### src/rtl/tc_bridge_intc.sv
// Bus bridge between the CPU memory stage and N_TC timers, plus a small
// edge-latching interrupt controller that produces the 6-bit HWInt for CP0.
module tc_bridge_intc #(
  parameter int          N_TC    = 2,
  parameter logic [31:0] TC_BASE = 32'h7F00,
  parameter logic [31:0] IC_BASE = 32'h7F40
) (
  input  logic                clk,
  input  logic                reset,
  input  logic [29:0]         PrAddr,
  input  logic                PrWE,
  input  logic [31:0]         PrWD,
  output logic [31:0]         PrRD,
  output logic [29:0]         DEV_Addr,
  output logic [31:0]         DEV_WD,
  output logic [N_TC-1:0]     TC_WE,
  input  logic [32*N_TC-1:0]  TC_RD,
  input  logic [N_TC-1:0]     TC_IRQ,
  input  logic [5-N_TC:0]     EXT_IRQ,
  output logic [5:0]          HWInt
);

  logic [27:0]     blk;
  logic [1:0]      off;
  logic            ic_hit;
  logic            pend_we;
  logic            mask_we;
  logic [N_TC-1:0] irq_q;
  logic [N_TC-1:0] pend;
  logic [N_TC-1:0] ovr;
  logic [N_TC-1:0] mask;
  logic [N_TC-1:0] rise;
  logic [N_TC-1:0] active;
  logic [N_TC-1:0] pend_clr;
  logic [N_TC-1:0] ovr_clr;
  logic [31:0]     pend_word;
  logic [31:0]     mask_word;
  logic [31:0]     vec_word;

  // Each timer owns one 16-byte block; blk is the byte address divided by 16.
  function automatic logic [27:0] tc_block(input int i);
    return TC_BASE[31:4] + 28'(i);
  endfunction

  assign blk      = PrAddr[29:2];
  assign off      = PrAddr[1:0];
  assign ic_hit   = (blk == IC_BASE[31:4]);
  assign pend_we  = PrWE & ic_hit & (off == 2'd0);
  assign mask_we  = PrWE & ic_hit & (off == 2'd1);
  assign DEV_Addr = PrAddr;
  assign DEV_WD   = PrWD;

  assign rise     = TC_IRQ & ~irq_q;
  assign active   = pend & mask;
  assign pend_clr = pend_we ? PrWD[N_TC-1:0]   : '0;
  assign ovr_clr  = pend_we ? PrWD[N_TC+7:8]   : '0;
  assign HWInt    = {EXT_IRQ, active};

  // A new rise always wins over a same-cycle clear; a rise only counts as an
  // overrun when the pending bit survives the cycle's W1C.
  always_ff @(posedge clk) begin
    if (reset) begin
      irq_q <= '0;
      pend  <= '0;
      ovr   <= '0;
      mask  <= '1;
    end else begin
      irq_q <= TC_IRQ;
      pend  <= (pend & ~pend_clr) | rise;
      ovr   <= (ovr & ~ovr_clr) | (rise & pend & ~pend_clr);
      if (mask_we) mask <= PrWD[N_TC-1:0];
    end
  end

  always_comb begin
    pend_word = '0;
    mask_word = '0;
    vec_word  = '0;
    pend_word[N_TC-1:0] = pend;
    pend_word[N_TC+7:8] = ovr;
    mask_word[N_TC-1:0] = mask;
    // Scan downward so the lowest active index is the one left standing.
    for (int i = N_TC - 1; i >= 0; i--) begin
      if (active[i]) vec_word[3:0] = 4'(i);
    end
    vec_word[31] = |active;
  end

  always_comb begin
    TC_WE = '0;
    PrRD  = '0;
    for (int i = 0; i < N_TC; i++) begin
      if (blk == tc_block(i) && off != 2'd3) begin
        TC_WE[i] = PrWE;
        PrRD     = TC_RD[32*i +: 32];
      end
    end
    if (ic_hit) begin
      case (off)
        2'd0:    PrRD = pend_word;
        2'd1:    PrRD = mask_word;
        2'd2:    PrRD = vec_word;
        default: PrRD = '0;
      endcase
    end
  end

endmodule

### config.mk
export PLATFORM = sky130hd
export DESIGN_NAME = tc_bridge_intc
export DESIGN_NICKNAME = d
export VERILOG_FILES = /design/src/rtl/tc_bridge_intc.sv
export SDC_FILE = /design/constraint.sdc
export NUM_CORES = 1
export LEC_CHECK = 0
export ABC_AREA = 0
export BUFFER_PORTS_ARGS = -buffer_cell sky130_fd_sc_hd__buf_2
export CORE_AREA = 2 2 92 94
export CTS_CLUSTER_SIZE = 28
export DETAILED_ROUTE_END_ITERATION = 6
export DIE_AREA = 0 0 94 96
export PLACE_DENSITY_LB_ADDON = 0.12
export REMOVE_ABC_BUFFERS = 1
export SYNTH_ARGS = -nofsm -noshare
export SYNTH_HDL_FRONTEND = slang
export SYNTH_SLANG_ARGS = --single-unit
### constraint.sdc
create_clock -name clk -period 1.2 [get_ports clk]
set_input_delay 0 -clock clk [delete_from_list [all_inputs] [get_ports clk]]
set_output_delay 0 -clock clk [all_outputs]
set_load 0.02 [all_outputs]
Word-level counts from Yosys, hierarchy flattened:

Cells that the tools add are included.

* register bits after elaboration: 8
* output and inout bits: 102
* word-level logic and storage cells: 38

* equality and inequality tests: 6
* muxes and demuxes: 10
* bitwise logic cells: 14
* reductions and logical operators: 4

Operators by type and width (number)
* $mux W32: 3
* $pmux W32 S3: 1
* $eq A28 B11 Y1 const B: 3
* $and A2 B2 Y2: 6
* $not A2 Y2: 3
* $mux W2: 2
* $mux W4: 1
* $or A2 B2 Y2: 2
* $and A1 B1 Y1: 3
* $mux W1: 3
* $eq A2 B1 Y1 const B: 1
* $eq A2 B2 Y1 const B: 1
* $logic_and A1 B1 Y1: 2
* $logic_not A2 Y1: 1
* $ne A2 B2 Y1 const B: 1
* $reduce_or A2 Y1: 1

Depth between registers and ports, before layout:

* word-level depth: 7
* mapped depth: 6

Worst setup path after synthesis:

No wires, ideal clock.

* kind: input -> output
* start point: in PrAddr[0]
* end point: out TC_WE[0]
* arrival time: 1558 ps
* required time: 1200 ps
* path slack: -358 ps
* stages: 5
* path buffers: 2
* cells stage by stage: buf_6 > a2111oi_4 > or3b_1 > buf_6 > nor3_1

* longest elaborated chain between the ends: 3

RTL lines
* start, declared: line 10 `input logic [29:0] PrAddr,`
* $ne A2 B2 Y1: line 93 `if (blk == tc_block(i) && off != 2'd3) begin`
* $logic_and A1 B1 Y1: line 93
* $mux W1: line 93
* end, declared: line 16 `output logic [N_TC-1:0] TC_WE,`

No other way between the ends.

Worst setup path in the final report:

* start point: in PrAddr[15]
* end point: out PrRD[14]

* longest elaborated chain between the ends: 5
* elaborated cells between the ends (all ways): 8
* classes of those cells: eq/ne: 3; mux: 3; reduce/logical: 2

RTL lines
* $eq A28 B11 Y1: line 93
* $logic_and A1 B1 Y1: line 93
* $mux W32 (2 in a row): line 93
* $mux W32 *: line 98 `if (ic_hit) begin`
* end, declared: line 13 `output logic [31:0] PrRD,`

Every way passes the cells marked *; elsewhere a longest branch is shown, timed or not.

==> results_dict.tcl <==
set metrics [dict create \
    io_pins 237 \
    drive_above_1_share 0.702 \
    irDropWorstVdd_v 0.000665 \
    yosysUniqueCellTypes 35 \
    syn_area_sq_um 1590 \
    cts_sinks 8 \
    cts_max_level 1 \
    grt_usage 0.163 \
    place.gp.congestion 0.777 \
    crit_start "PrAddr[15]" \
    placed_area_sq_um 2210 \
    critPathMaxFanout 27 \
    cts_root_buf "clkbuf_8" \
    max_cap_violations 0 \
    core.rowCount 33 \
    r2r_slack_ns 0.40 \
    period_needed_ns 1.45 \
    synth_area_leaders "buf_4, mux2i_1, dfxtp_1" \
    post_drt_via_cell_ratio 4.32 \
    drc 0 \
    firstDrtPassIters 4 \
    dp_cells 436 \
    r2r-end "ovr[0]" \
    timing.rr.start "pend[0]" \
    hold_buffers 0 \
    final_antenna_net_count 0 \
    synth-edff-count 0 \
    hold_viol_final 0 \
    synth_area_per_cell_sq_um 7.51 \
    power_w 0.00124 \
    coreArea_sq_um 8050 \
    synth_cells 211 \
    power_density_nw_per_um2 457 \
    worstPathArrival_ns 1.45 \
    crit_type "input port to primary output" \
    synth_top_cell_by_area "buf_4" \
    vias 1938 \
    cp.required_ns 1.20 \
    final_common_cell "buf_2" \
    wl_per_cell_um 17.6 \
    final.period_utilization 1.21 \
    whs_path_depth 0 \
    worstHoldStart "EXT_IRQ[0]" \
    hold_class "input port to primary output" \
    nets 476 \
    final_cell_mix "buf_2, buf_4, mux2i_1, nor2_1, buf_6" \
    setup_ws_ns -0.248 \
    grt_max_degree 28 \
    die_h_um 96 \
    endpoint_kind "primary output" \
    ys_warn_count 0 \
    fin_area_sq_um 2720 \
    synthArstFlopShare 0 \
    wl_met1_mm 2.74 \
    dieWidth_um 94 \
    syn_to_final_growth_pct 71.5 \
    antenna_found_initial 6 \
    grt_pass1_wl_mm 10.7 \
    worstSkewPairLatency_ns 0.22 \
    skew_ns 0.00262 \
    finalSetupViolCount 36 \
    die_area_sq_um 9020 \
    ys_ff_latch 8 \
    r2r_cells 3 \
    tightest_slew_ns 0.305 \
    slew_violations 0 \
    wl_met3_mm 1.73 \
    dr_wl_met2_mm 3.32 \
    stdcell_count 449 \
    dr.max_layer_used "met5" \
    outcome "finished, violations left" \
    synth-main-ff-cell "dfxtp_1" \
    drt-total-wl_mm 7.88 \
    violations "setup timing" \
    initial_utilization 0.197 \
    hold_ws_ns 0.000150 \
    drtIter0Drc 36 \
    dp_hpwl_mm 6.62 \
    ys_seq_area_frac 0.101 \
    timing.fmax_mhz 691 \
    grt.overflow.total 0 \
    clk_path_buf_depth 2 \
    grt_pass1_vias 1839 \
    n_fill_cell 871 \
    synth_top_area_frac 0.313 \
    start_kind "input port" \
    cts_tree "built" \
    portBuffers 172 \
    grt_setup_unrepaired "true" \
    hold_end "HWInt[2]" \
    maxSlewHeadroom 0.797 \
    leakage_nw 1.42 \
    cts_buffers 3 \
]
## cells in the mapped netlist (2+ instances only)
cell type and number:
buf_4 66, nor2_1 35, mux2i_1 30, dfxtp_1 8, inv_1 8, nor4_1 6
mux2_2 5, a21oi_1 4, nand2_1 4, nand2b_1 4, buf_6 3, clkbuf_1 3
nor2b_1 3, nor3_1 3, a22oi_1 2, and2_1 2, buf_2 2, nand3_1 2
nand4_1 2, nor4b_1 2, nor4bb_1 2, o21ai_0 2
## report_power, final
group	leakage [nW]	switching, W	internal (W)
registers	0.0657	0.00000683	0.000282
clock network	0.0216	0.000102	0.000217
logic	1.33	0.000315	0.000320
total	1.42	0.000424	0.000819
## sequential cells by signal, indices dropped and copies added (netlist names)
signal  flops
mask        2
irq_q       2
ovr         2
pend        2
## logic make-up after synthesis
group / after synthesis / share of synthesized area
buf+inv: 83 / 0.369
flops: 8 / 0.101
mux: 35 / 0.225
simple gates: 71 / 0.234
compound gates: 14 / 0.0718
## worst max-delay path, cell delays in order
cell and delay (ns):
buf_6 0.10, nor4b_4 0.24, buf_4 0.16, nand2_4 0.04
or3b_4 0.43, buf_12 0.18, nor2_1 0.13, buf_4 0.16
## worst max path at each step
stage | to | slack (ns) | cells past startpoint
final | PrRD[14] | -0.25 | 8
after global routing | PrRD[29] | -0.32 | 8
after CTS | PrRD[17] | -0.24 | 8
after detailed placement | PrRD[23] | -0.43 | 7
after global placement | PrRD[11] | -0.41 | 7
after floorplan | TC_WE[0] | -0.54 | 4
## layout make-up
class                      instances  area (sq um)  share of cell area
multi-input combinational        120          1050               0.385
tap                              105           131              0.0483
timing repair buffer             200          1290               0.476
inverter                           8          30.0              0.0110
antenna                            5          12.5             0.00460
sequential                         8           163              0.0598
clock buffer                       3          41.3              0.0152
## metal layers
| layer | vias to the layer above | GRT usage |
|---|---|---|
| met5 | - | 0.0417 |
| met4 | 4 | 0.0121 |
| met3 | 12 | 0.158 |
| met2 | 159 | 0.245 |
| met1 | 842 | 0.169 |
| li1 | 921 | - |
## per-stage QoR
stage / TNS, ns / utilization / worst slack [ns]
floorplan: -11.40 / - / -0.539
global placement: -13.43 / 0.274 / -0.406
detailed placement: -13.86 / 0.274 / -0.432
CTS: -7.04 / 0.323 / -0.237
global route: -9.97 / 0.336 / -0.323
finish: -6.72 / 0.338 / -0.248
## repair_timing
item                       4_1_cts  5_1_grt
setup endpoints to repair       34       40
buffers inserted                 4        2
resized for setup               84       24
pin swaps                        9        6
Power figures use the tool's default switching activity.
